`src/rtl/alu_iter.sv`:
```
// rtl/alu_iter.sv - multi-cycle RV32I ALU with iterative (or single-cycle) shifter
// Define ALU_ITER_FAST_SHIFT_EN to replace the bit-serial shifter with a barrel shifter.
module alu_iter #(
    parameter int WIDTH = 32
) (
    input  logic             clk,
    input  logic             rst,
    input  logic             start,
    input  logic [3:0]       alu_ctrl,
    input  logic [WIDTH-1:0] a,
    input  logic [WIDTH-1:0] b,
    output logic [WIDTH-1:0] result,
    output logic             zero,
    output logic             busy,
    output logic             done
);

    localparam int SW = $clog2(WIDTH);

    localparam logic [3:0] OP_ADD  = 4'b0000;
    localparam logic [3:0] OP_SUB  = 4'b0001;
    localparam logic [3:0] OP_AND  = 4'b0010;
    localparam logic [3:0] OP_OR   = 4'b0011;
    localparam logic [3:0] OP_XOR  = 4'b0100;
    localparam logic [3:0] OP_SLT  = 4'b0101;
    localparam logic [3:0] OP_SLTU = 4'b0110;
    localparam logic [3:0] OP_SLL  = 4'b0111;
    localparam logic [3:0] OP_SRL  = 4'b1000;
    localparam logic [3:0] OP_SRA  = 4'b1001;

`ifdef ALU_ITER_FAST_SHIFT_EN
    localparam bit ITERATIVE = 1'b0;
`else
    localparam bit ITERATIVE = 1'b1;
`endif

    typedef enum logic [1:0] {
        S_IDLE  = 2'd0,
        S_SHIFT = 2'd1,
        S_DONE  = 2'd2
    } state_t;

    state_t           state_q, state_d;
    logic [3:0]       ctrl_q, ctrl_d;
    logic [WIDTH-1:0] acc_q, acc_d;
    logic [SW-1:0]    count_q, count_d;
    logic [WIDTH-1:0] result_q, result_d;
    logic             zero_q, zero_d;
    logic             busy_q, busy_d;
    logic             done_q, done_d;

    logic [WIDTH-1:0] op_res;
    logic [WIDTH-1:0] acc_step;
    logic [SW-1:0]    shamt;
    logic             is_shift;

    // Single-cycle result for everything except a multi-bit iterative shift.
    function automatic logic [WIDTH-1:0] op_result(input logic [3:0] op,
                                                   input logic [WIDTH-1:0] x,
                                                   input logic [WIDTH-1:0] y);
        logic [WIDTH-1:0] r;
`ifdef ALU_ITER_FAST_SHIFT_EN
        logic [SW-1:0] sh;
        sh = y[SW-1:0];
`endif
        case (op)
            OP_ADD:  r = x + y;
            OP_SUB:  r = x - y;
            OP_AND:  r = x & y;
            OP_OR:   r = x | y;
            OP_XOR:  r = x ^ y;
            OP_SLT:  r = {{(WIDTH-1){1'b0}}, ($signed(x) < $signed(y))};
            OP_SLTU: r = {{(WIDTH-1){1'b0}}, (x < y)};
`ifdef ALU_ITER_FAST_SHIFT_EN
            OP_SLL:  r = x << sh;
            OP_SRL:  r = x >> sh;
            OP_SRA:  r = WIDTH'($signed(x) >>> sh);
`else
            // Only reached with shamt==0 in the iterative build.
            OP_SLL, OP_SRL, OP_SRA: r = x;
`endif
            default: r = '0;
        endcase
        return r;
    endfunction

    function automatic logic [WIDTH-1:0] shift_one(input logic [3:0] op,
                                                   input logic [WIDTH-1:0] x);
        logic [WIDTH-1:0] r;
        case (op)
            OP_SLL:  r = {x[WIDTH-2:0], 1'b0};
            OP_SRL:  r = {1'b0, x[WIDTH-1:1]};
            OP_SRA:  r = {x[WIDTH-1], x[WIDTH-1:1]};
            default: r = x;
        endcase
        return r;
    endfunction

    always_comb begin
        shamt    = b[SW-1:0];
        is_shift = (alu_ctrl == OP_SLL) || (alu_ctrl == OP_SRL) || (alu_ctrl == OP_SRA);
        op_res   = op_result(alu_ctrl, a, b);
        acc_step = shift_one(ctrl_q, acc_q);
    end

    always_comb begin
        state_d  = state_q;
        ctrl_d   = ctrl_q;
        acc_d    = acc_q;
        count_d  = count_q;
        result_d = result_q;
        zero_d   = zero_q;
        busy_d   = 1'b0;
        done_d   = 1'b0;
        case (state_q)
            S_IDLE, S_DONE: begin
                // DONE accepts a new start like IDLE so ops can issue back-to-back.
                if (start) begin
                    ctrl_d = alu_ctrl;
                    if (ITERATIVE && is_shift && (shamt != '0)) begin
                        acc_d   = a;
                        count_d = shamt;
                        busy_d  = 1'b1;
                        state_d = S_SHIFT;
                    end else begin
                        result_d = op_res;
                        zero_d   = (op_res == '0);
                        done_d   = 1'b1;
                        state_d  = S_DONE;
                    end
                end else begin
                    state_d = S_IDLE;
                end
            end
            S_SHIFT: begin
                acc_d   = acc_step;
                count_d = count_q - SW'(1);
                if (count_q == SW'(1)) begin
                    result_d = acc_step;
                    zero_d   = (acc_step == '0);
                    done_d   = 1'b1;
                    state_d  = S_DONE;
                end else begin
                    busy_d = 1'b1;
                end
            end
            default: state_d = S_IDLE;
        endcase
    end

    always_ff @(posedge clk or posedge rst) begin
        if (rst) begin
            state_q  <= S_IDLE;
            ctrl_q   <= '0;
            acc_q    <= '0;
            count_q  <= '0;
            result_q <= '0;
            zero_q   <= 1'b1;
            busy_q   <= 1'b0;
            done_q   <= 1'b0;
        end else begin
            state_q  <= state_d;
            ctrl_q   <= ctrl_d;
            acc_q    <= acc_d;
            count_q  <= count_d;
            result_q <= result_d;
            zero_q   <= zero_d;
            busy_q   <= busy_d;
            done_q   <= done_d;
        end
    end

    assign result = result_q;
    assign zero   = zero_q;
    assign busy   = busy_q;
    assign done   = done_q;

endmodule
```
`config.mk`:
```
export PLATFORM = sky130hd
export DESIGN_NAME = alu_iter
export DESIGN_NICKNAME = d
export VERILOG_FILES = /design/src/rtl/alu_iter.sv
export SDC_FILE = /design/constraint.sdc
export NUM_CORES = 1
export LEC_CHECK = 0
export CAP_MARGIN = 10
export CORE_MARGIN = 8
export CORE_UTILIZATION = 40
export CTS_CLUSTER_SIZE = 20
export DETAILED_ROUTE_END_ITERATION = 8
export PLACE_DENSITY_LB_ADDON = 0.25
export REMOVE_ABC_BUFFERS = 1
export SKIP_CTS_REPAIR_TIMING = 1
export SKIP_LAST_GASP = 1
export SYNTH_ARGS = -nofsm -noshare
export SYNTH_HDL_FRONTEND = slang
export SYNTH_SLANG_ARGS = --single-unit
export TNS_END_PERCENT = 50
```
`constraint.sdc`:
```
create_clock -name clk -period 2.63 [get_ports clk]
set_input_delay 0.3945 -clock clk [delete_from_list [all_inputs] [get_ports clk]]
set_output_delay 0.3945 -clock clk [all_outputs]
set_load 0.02 [all_outputs]
```
; Word-level counts from Yosys, hierarchy flattened
; Cells that the tools add are included.
[word_totals]
rom_bits = 0
n_memories = 0
ff_bits = 78
ramBits = 0
in_bits = 71
output_inout_bits = 35
latchBits = 0
word_cells = 77
[op_classes]
bitwise = 3
magnitude_cmp = 2
div = 0
addsub = 3
shifts = 0
n_mux = 28
n_eq_ne = 19
n_reduce_logical = 14
multipliers = 0
[op_table]
columns = cell, count
row1 = $pmux W32 S8, 1
row2 = $mux W32, 5
row3 = $pmux W32 S2, 2
row4 = $pmux W32 S3, 1
row5 = $logic_not A32 Y1, 2
row6 = $lt A32 B32 Y1, 2
row7 = $add A32 B32 Y32, 1
row8 = $and A32 B32 Y32, 1
row9 = $or A32 B32 Y32, 1
row10 = $sub A32 B32 Y32, 1
row11 = $xor A32 B32 Y32, 1
row12 = $eq A4 B3 Y1 const B, 5
row13 = $eq A4 B4 Y1 const B, 4
row14 = $mux W5, 2
row15 = $pmux W5 S2, 1
row16 = $mux W1, 9
row17 = $eq A4 B2 Y1 const B, 2
row18 = $ne A2 B2 Y1 const B, 4
row19 = $mux W2, 3
row20 = $pmux W1 S2, 3
row21 = $eq A5 B1 Y1 const B, 1
row22 = $reduce_bool A5 Y1, 1
row23 = $sub A5 B1 Y5 const B, 1
row24 = $eq A4 B1 Y1 const B, 1
row25 = 13 further kinds, 14

; Logic depth before layout (Yosys ltp)
[depth]
word_depth = 7
mapped_depth = 15
ltp_nobuf = 15

; Worst setup path after synthesis
; Ideal clock, no wire load.
[synth_timing]
path_kind = in2reg
start = input port a[1]
end = register zero_q (netlist: zero)
path_slack_ps = -1052
stages = 14
setup_time_ps = 61
n_path_buf = 0
arrival_ps = 3622
required_ps = 2569
cell_sequence = inv_1 > ha_1 > o21ba_1 > or4_4 > a211oi_2 > a221o_2 > a31oi_2 > o31ai_4 > a311oi_1 > a221oi_2 > o21ai_1 > or4_1 > nor4_1 > a31o_1
[synth_between]
elab_chain_len = 6
word_cells_on_any_way = 12
cone_classes = add/sub: 2 / order compare: 2 / mux: 4 / bitwise: 3 / reduce/logical: 1
[synth_rtl]
columns = item, line_no
row1 = "start, declared", 10  ; input logic [WIDTH-1:0] a,
row2 = "$sub A32 B32 Y32, or another cell as far along", 68  ; OP_SUB: r = x - y;
row3 = $pmux W32 S8 *, 66  ; case (op)
row4 = $logic_not A32 Y1 *, 127  ; zero_d = (op_res == '0);
row5 = $mux W1 *, 120  ; if (ITERATIVE && is_shift && (shamt != '0)) begin
row6 = $mux W1 *, 118  ; if (start) begin
row7 = $pmux W1 S2 *, 115  ; case (state_q)
row8 = "end signal, assigned", 167  ; zero_q <= zero_d;
row9 = "end, declared", 48  ; logic zero_q, zero_d;
; Mark *: on every way between the ends. The rest lies on a longest branch, timed or not. The select of a mux whose other input is x is not followed.
; A chain may end at the register's enable or synchronous reset.

; Worst setup path after layout
; Same ends and word-level chain as after synthesis.

==> results.yml <==
route:
  vias: 12509
  drt-total-wl_mm: 44.2
  dr_wl_met3_mm: 3.30
  routed.top_layer: "met4"
  detail_route.vias_per_cell: 5.83
  wl_met1_mm: 18.9
  drt_first_iter_violations: 1435
  first_pass_iters: 8
  wl_per_cell_um: 20.6
  route.met2.wl_mm: 20.4
  drc: 0
  ant_nets: 0
power_and_ir_drop:
  power.leakage_nw: 7.69
  irDropWorstVdd_v: 0.000387
  switching_share_pct: 43.6
  p_per_area_nw_per_um2: 532
  seqPwrFrac_pct: 25.8
  p_switching_mw: 3.71
  power.internal_mw: 4.80
  clkPwrFrac_pct: 14.9
  p_comb_share_pct: 59.3
  finalPower_mw: 8.51
floorplan:
  dieArea_um2: 29500
  num_rows: 57
  start_util_pct: 40.3
  fp.dieH_um: 172
  ios: 106
  fp.coreArea_um2: 24000
  die_x_um: 172
place:
  dp_hpwl_mm: 34.3
  place.gp.congestion: 1.00
  port_buffers: 105
sta:
  hold_slack_ns: 0.414
  hold_violations: 0
  setup_ws_ns: -1.16
  worst_slew_pin_slew_ns: 0.892
  rsz0062_at_grt: "yes"
  finalClockSkew_ns: 0.00815
  period_share_pct: 144
  fmax_ghz: 0.264
  post-route-min-period_ns: 3.79
  slew_headroom_pct: 40.4
  slew_viol_final: 0
  setup_viol: 29
clocking:
  cts_inserted_buffers: 9
  cts.sinks: 78
  cts_tree: "done"
  cts-root-buf: "clkbuf_16"
  clock_latency_ns: 0.34
  clkSlewWorstSetupHoldPaths_ns: 0.06
  clock_path_buffers: 2
  htreeDepth: 3
worst_setup_path:
  crit_cells: 15
  cp_top_family: "compound AO/OA/AOI/OAI gates"
  cp.arrival_ns: 4.07
  cp-end-kind: "register"
  cp_common_cell: "or4_4"
  startpoint_type: "input port"
  crit_path_max_fanout: 4
  cp_cell_sequence: "buf_8, inv_8, ha_4, o21ba_4, or4_4, a211oi_4, a221o_2, a31oi_4, o31ai_4, a311oi_2, a221oi_2, o21ai_1, or4_4, nor4_4, a31o_1"
  cp.required_ns: 2.91
  reg2reg_depth: 13
  crit_path_max_incr_delay_ns: 0.59
  crit_slowest_cell: "or4_4"
  critPathBufInv: 2
  crit_type: "in -> reg"
logic_synthesis:
  synth_ff_type: "dfrtp_1"
  ys_async_sr_fraction_pct: 100
  yosys.cell_count.top_type: "nand2_1"
  synthTopCellsByCount: "nand2_1 (211), nor2_1 (116), ha_1 (115)"
  yosysTopAreaCell: "dfrtp_1"
  synth_area_per_cell_um2: 7.24
  syn_inst: 1338
  synth_edf_count: 0
  synthTopCellsByArea: "dfrtp_1 (20%), ha_1 (15%), nand2_1 (8.2%)"
  synth-seq-cells: 78
  synth_top_area_share_pct: 19.9
  netlist_area_um2: 9690
  seq_area_frac_synth_pct: 20.2
  synth_cell_types: 86
  synth_warnings: 0
global_routing:
  first_global_vias: 11807
  antenna_found_initial: 0
  gr-usage-all-layers_pct: 28.3
  grt_pass1_wl_mm: 65.8
  grt_overflow: 0
  grt_max_degree: 77
flow_run:
  cap_violations: 0
finish:
  n_antenna_cell: 0
  layout-drive-gt1-share_pct: 38.9
  fin_nets: 2007
  area_growth_pct: 65.1
min_path:
  hold_depth: 4
  hold_path_class: "in -> reg"
run_status:
  status: "finished, violations left"
  violations: "negative setup slack"
==> worst paths after layout <==
| kind | startpoint | to | slack (ns) |
|---|---|---|---|
| min in group asynchronous | rst | result[30] | 0.46 |
| setup reg to reg | count_q[1] | zero | -0.51 |
| hold reg to reg | result[23] | result[23] | 0.48 |
| hold / removal | b[0] | count_q[0] | 0.41 |
| max in group asynchronous | rst | result[21] | 1.54 |
| setup / recovery | a[1] | zero | -1.16 |
==> metal layers <==
| layer | GRT usage [%] | up-vias |
|---|---|---|
| li1 | - | 5819 |
| met1 | 38.4 | 5959 |
| met2 | 45.8 | 611 |
| met3 | 3.47 | 120 |
| met4 | 9.75 | 0 |
| met5 | 0 | - |
==> placed cells by master, fill, tap and decap left out, types with 16 or more instances in the layout <==
master           instances
dfrtp_1                 77
o21ai_0                 48
nand2_1                204
inv_2                   37
nand4_1                 16
a21oi_1                 68
a21o_1                  22
nand3_1                 22
clkdlybuf4s50_1         55
inv_1                   60
a21oi_2                 21
o21ai_1                 18
buf_4                  422
ha_4                    27
dlymetal6s2s_1          38
a221oi_1                17
nor2_1                 107
a22oi_1                 51
buf_6                   23
ha_1                    79
nor3_1                  20
a31oi_1                 32
==> cell families (layout without fill, tap and decap cells) <==
| kind of cell | count (synthesis) | in the layout | synth area share (%) |
|---|---|---|---|
| xor gates and xnor gates | 6 | 6 | 0.542 |
| DFF | 78 | 78 | 20.2 |
| muxes | 23 | 23 | 2.51 |
| adders and majority gates | 117 | 117 | 15.3 |
| and+or+nand+nor | 476 | 476 | 22.2 |
| AOI/OAI and AO/OA | 447 | 447 | 31.8 |
| buffers and inverters | 191 | 676 | 7.54 |
==> final cells by class <==
type | count | area (µm²)
repair buffers | 557 | 4730
well taps | 324 | 405
inverters | 104 | 417
clock inverters | 5 | 60.1
flip-flops and latches | 78 | 1950
fillers | 2046 | 8040
multi-input cells | 1069 | 8190
clock buffers | 10 | 239
==> per-stage QoR <==
| step | utilization, % | setup slack (ns) | instances | area [µm²] | setup TNS (ns) |
|---|---|---|---|---|---|
| 6_report | 66.5 | -1.16 | 2147 | 16000 | -15.66 |
| 4_1_cts | 59.8 | -1.73 | 2113 | 14400 | -31.99 |
| 2_1_floorplan | - | -2.00 | 1251 | 9350 | -101.83 |
| 3_5_place_dp | 58.6 | -2.04 | 2098 | 14100 | -46.65 |
| 5_1_grt | 66.5 | -1.27 | 2147 | 16000 | -18.80 |
| 3_3_place_gp | 58.6 | -1.99 | 2098 | 14100 | -45.71 |
==> sequential cells by signal, indices dropped and copies added (netlist names) <==
signal and cells:
acc_q 32, result 32, count_q 5, ctrl_q 4, state_q 2, busy 1
done 1, zero 1
==> worst register-to-register path, cell delays in order (launching register included) <==
cell	delay [ns]
dfrtp_1	0.38
inv_1	0.09
ha_1	0.14
nor4b_1	0.28
buf_4	0.19
a22oi_2	0.08
nor3_1	0.21
buf_4	0.16
nand4_1	0.11
nor4_2	0.33
o2111ai_2	0.17
or4_4	0.47
nor4_4	0.30
a31o_1	0.17
==> power groups by stage <==
stage          sequential [mW]  combinational, mW  clock, mW
5_1_grt                   2.25               5.42       1.33
2_1_floorplan             2.34               2.04          0
4_1_cts                   2.18               4.53       1.28
6_report                  2.19               5.04       1.27
3_5_place_dp              2.18               4.50          0
3_3_place_gp              2.17               4.44          0
(Power assumes the default switching activity.)
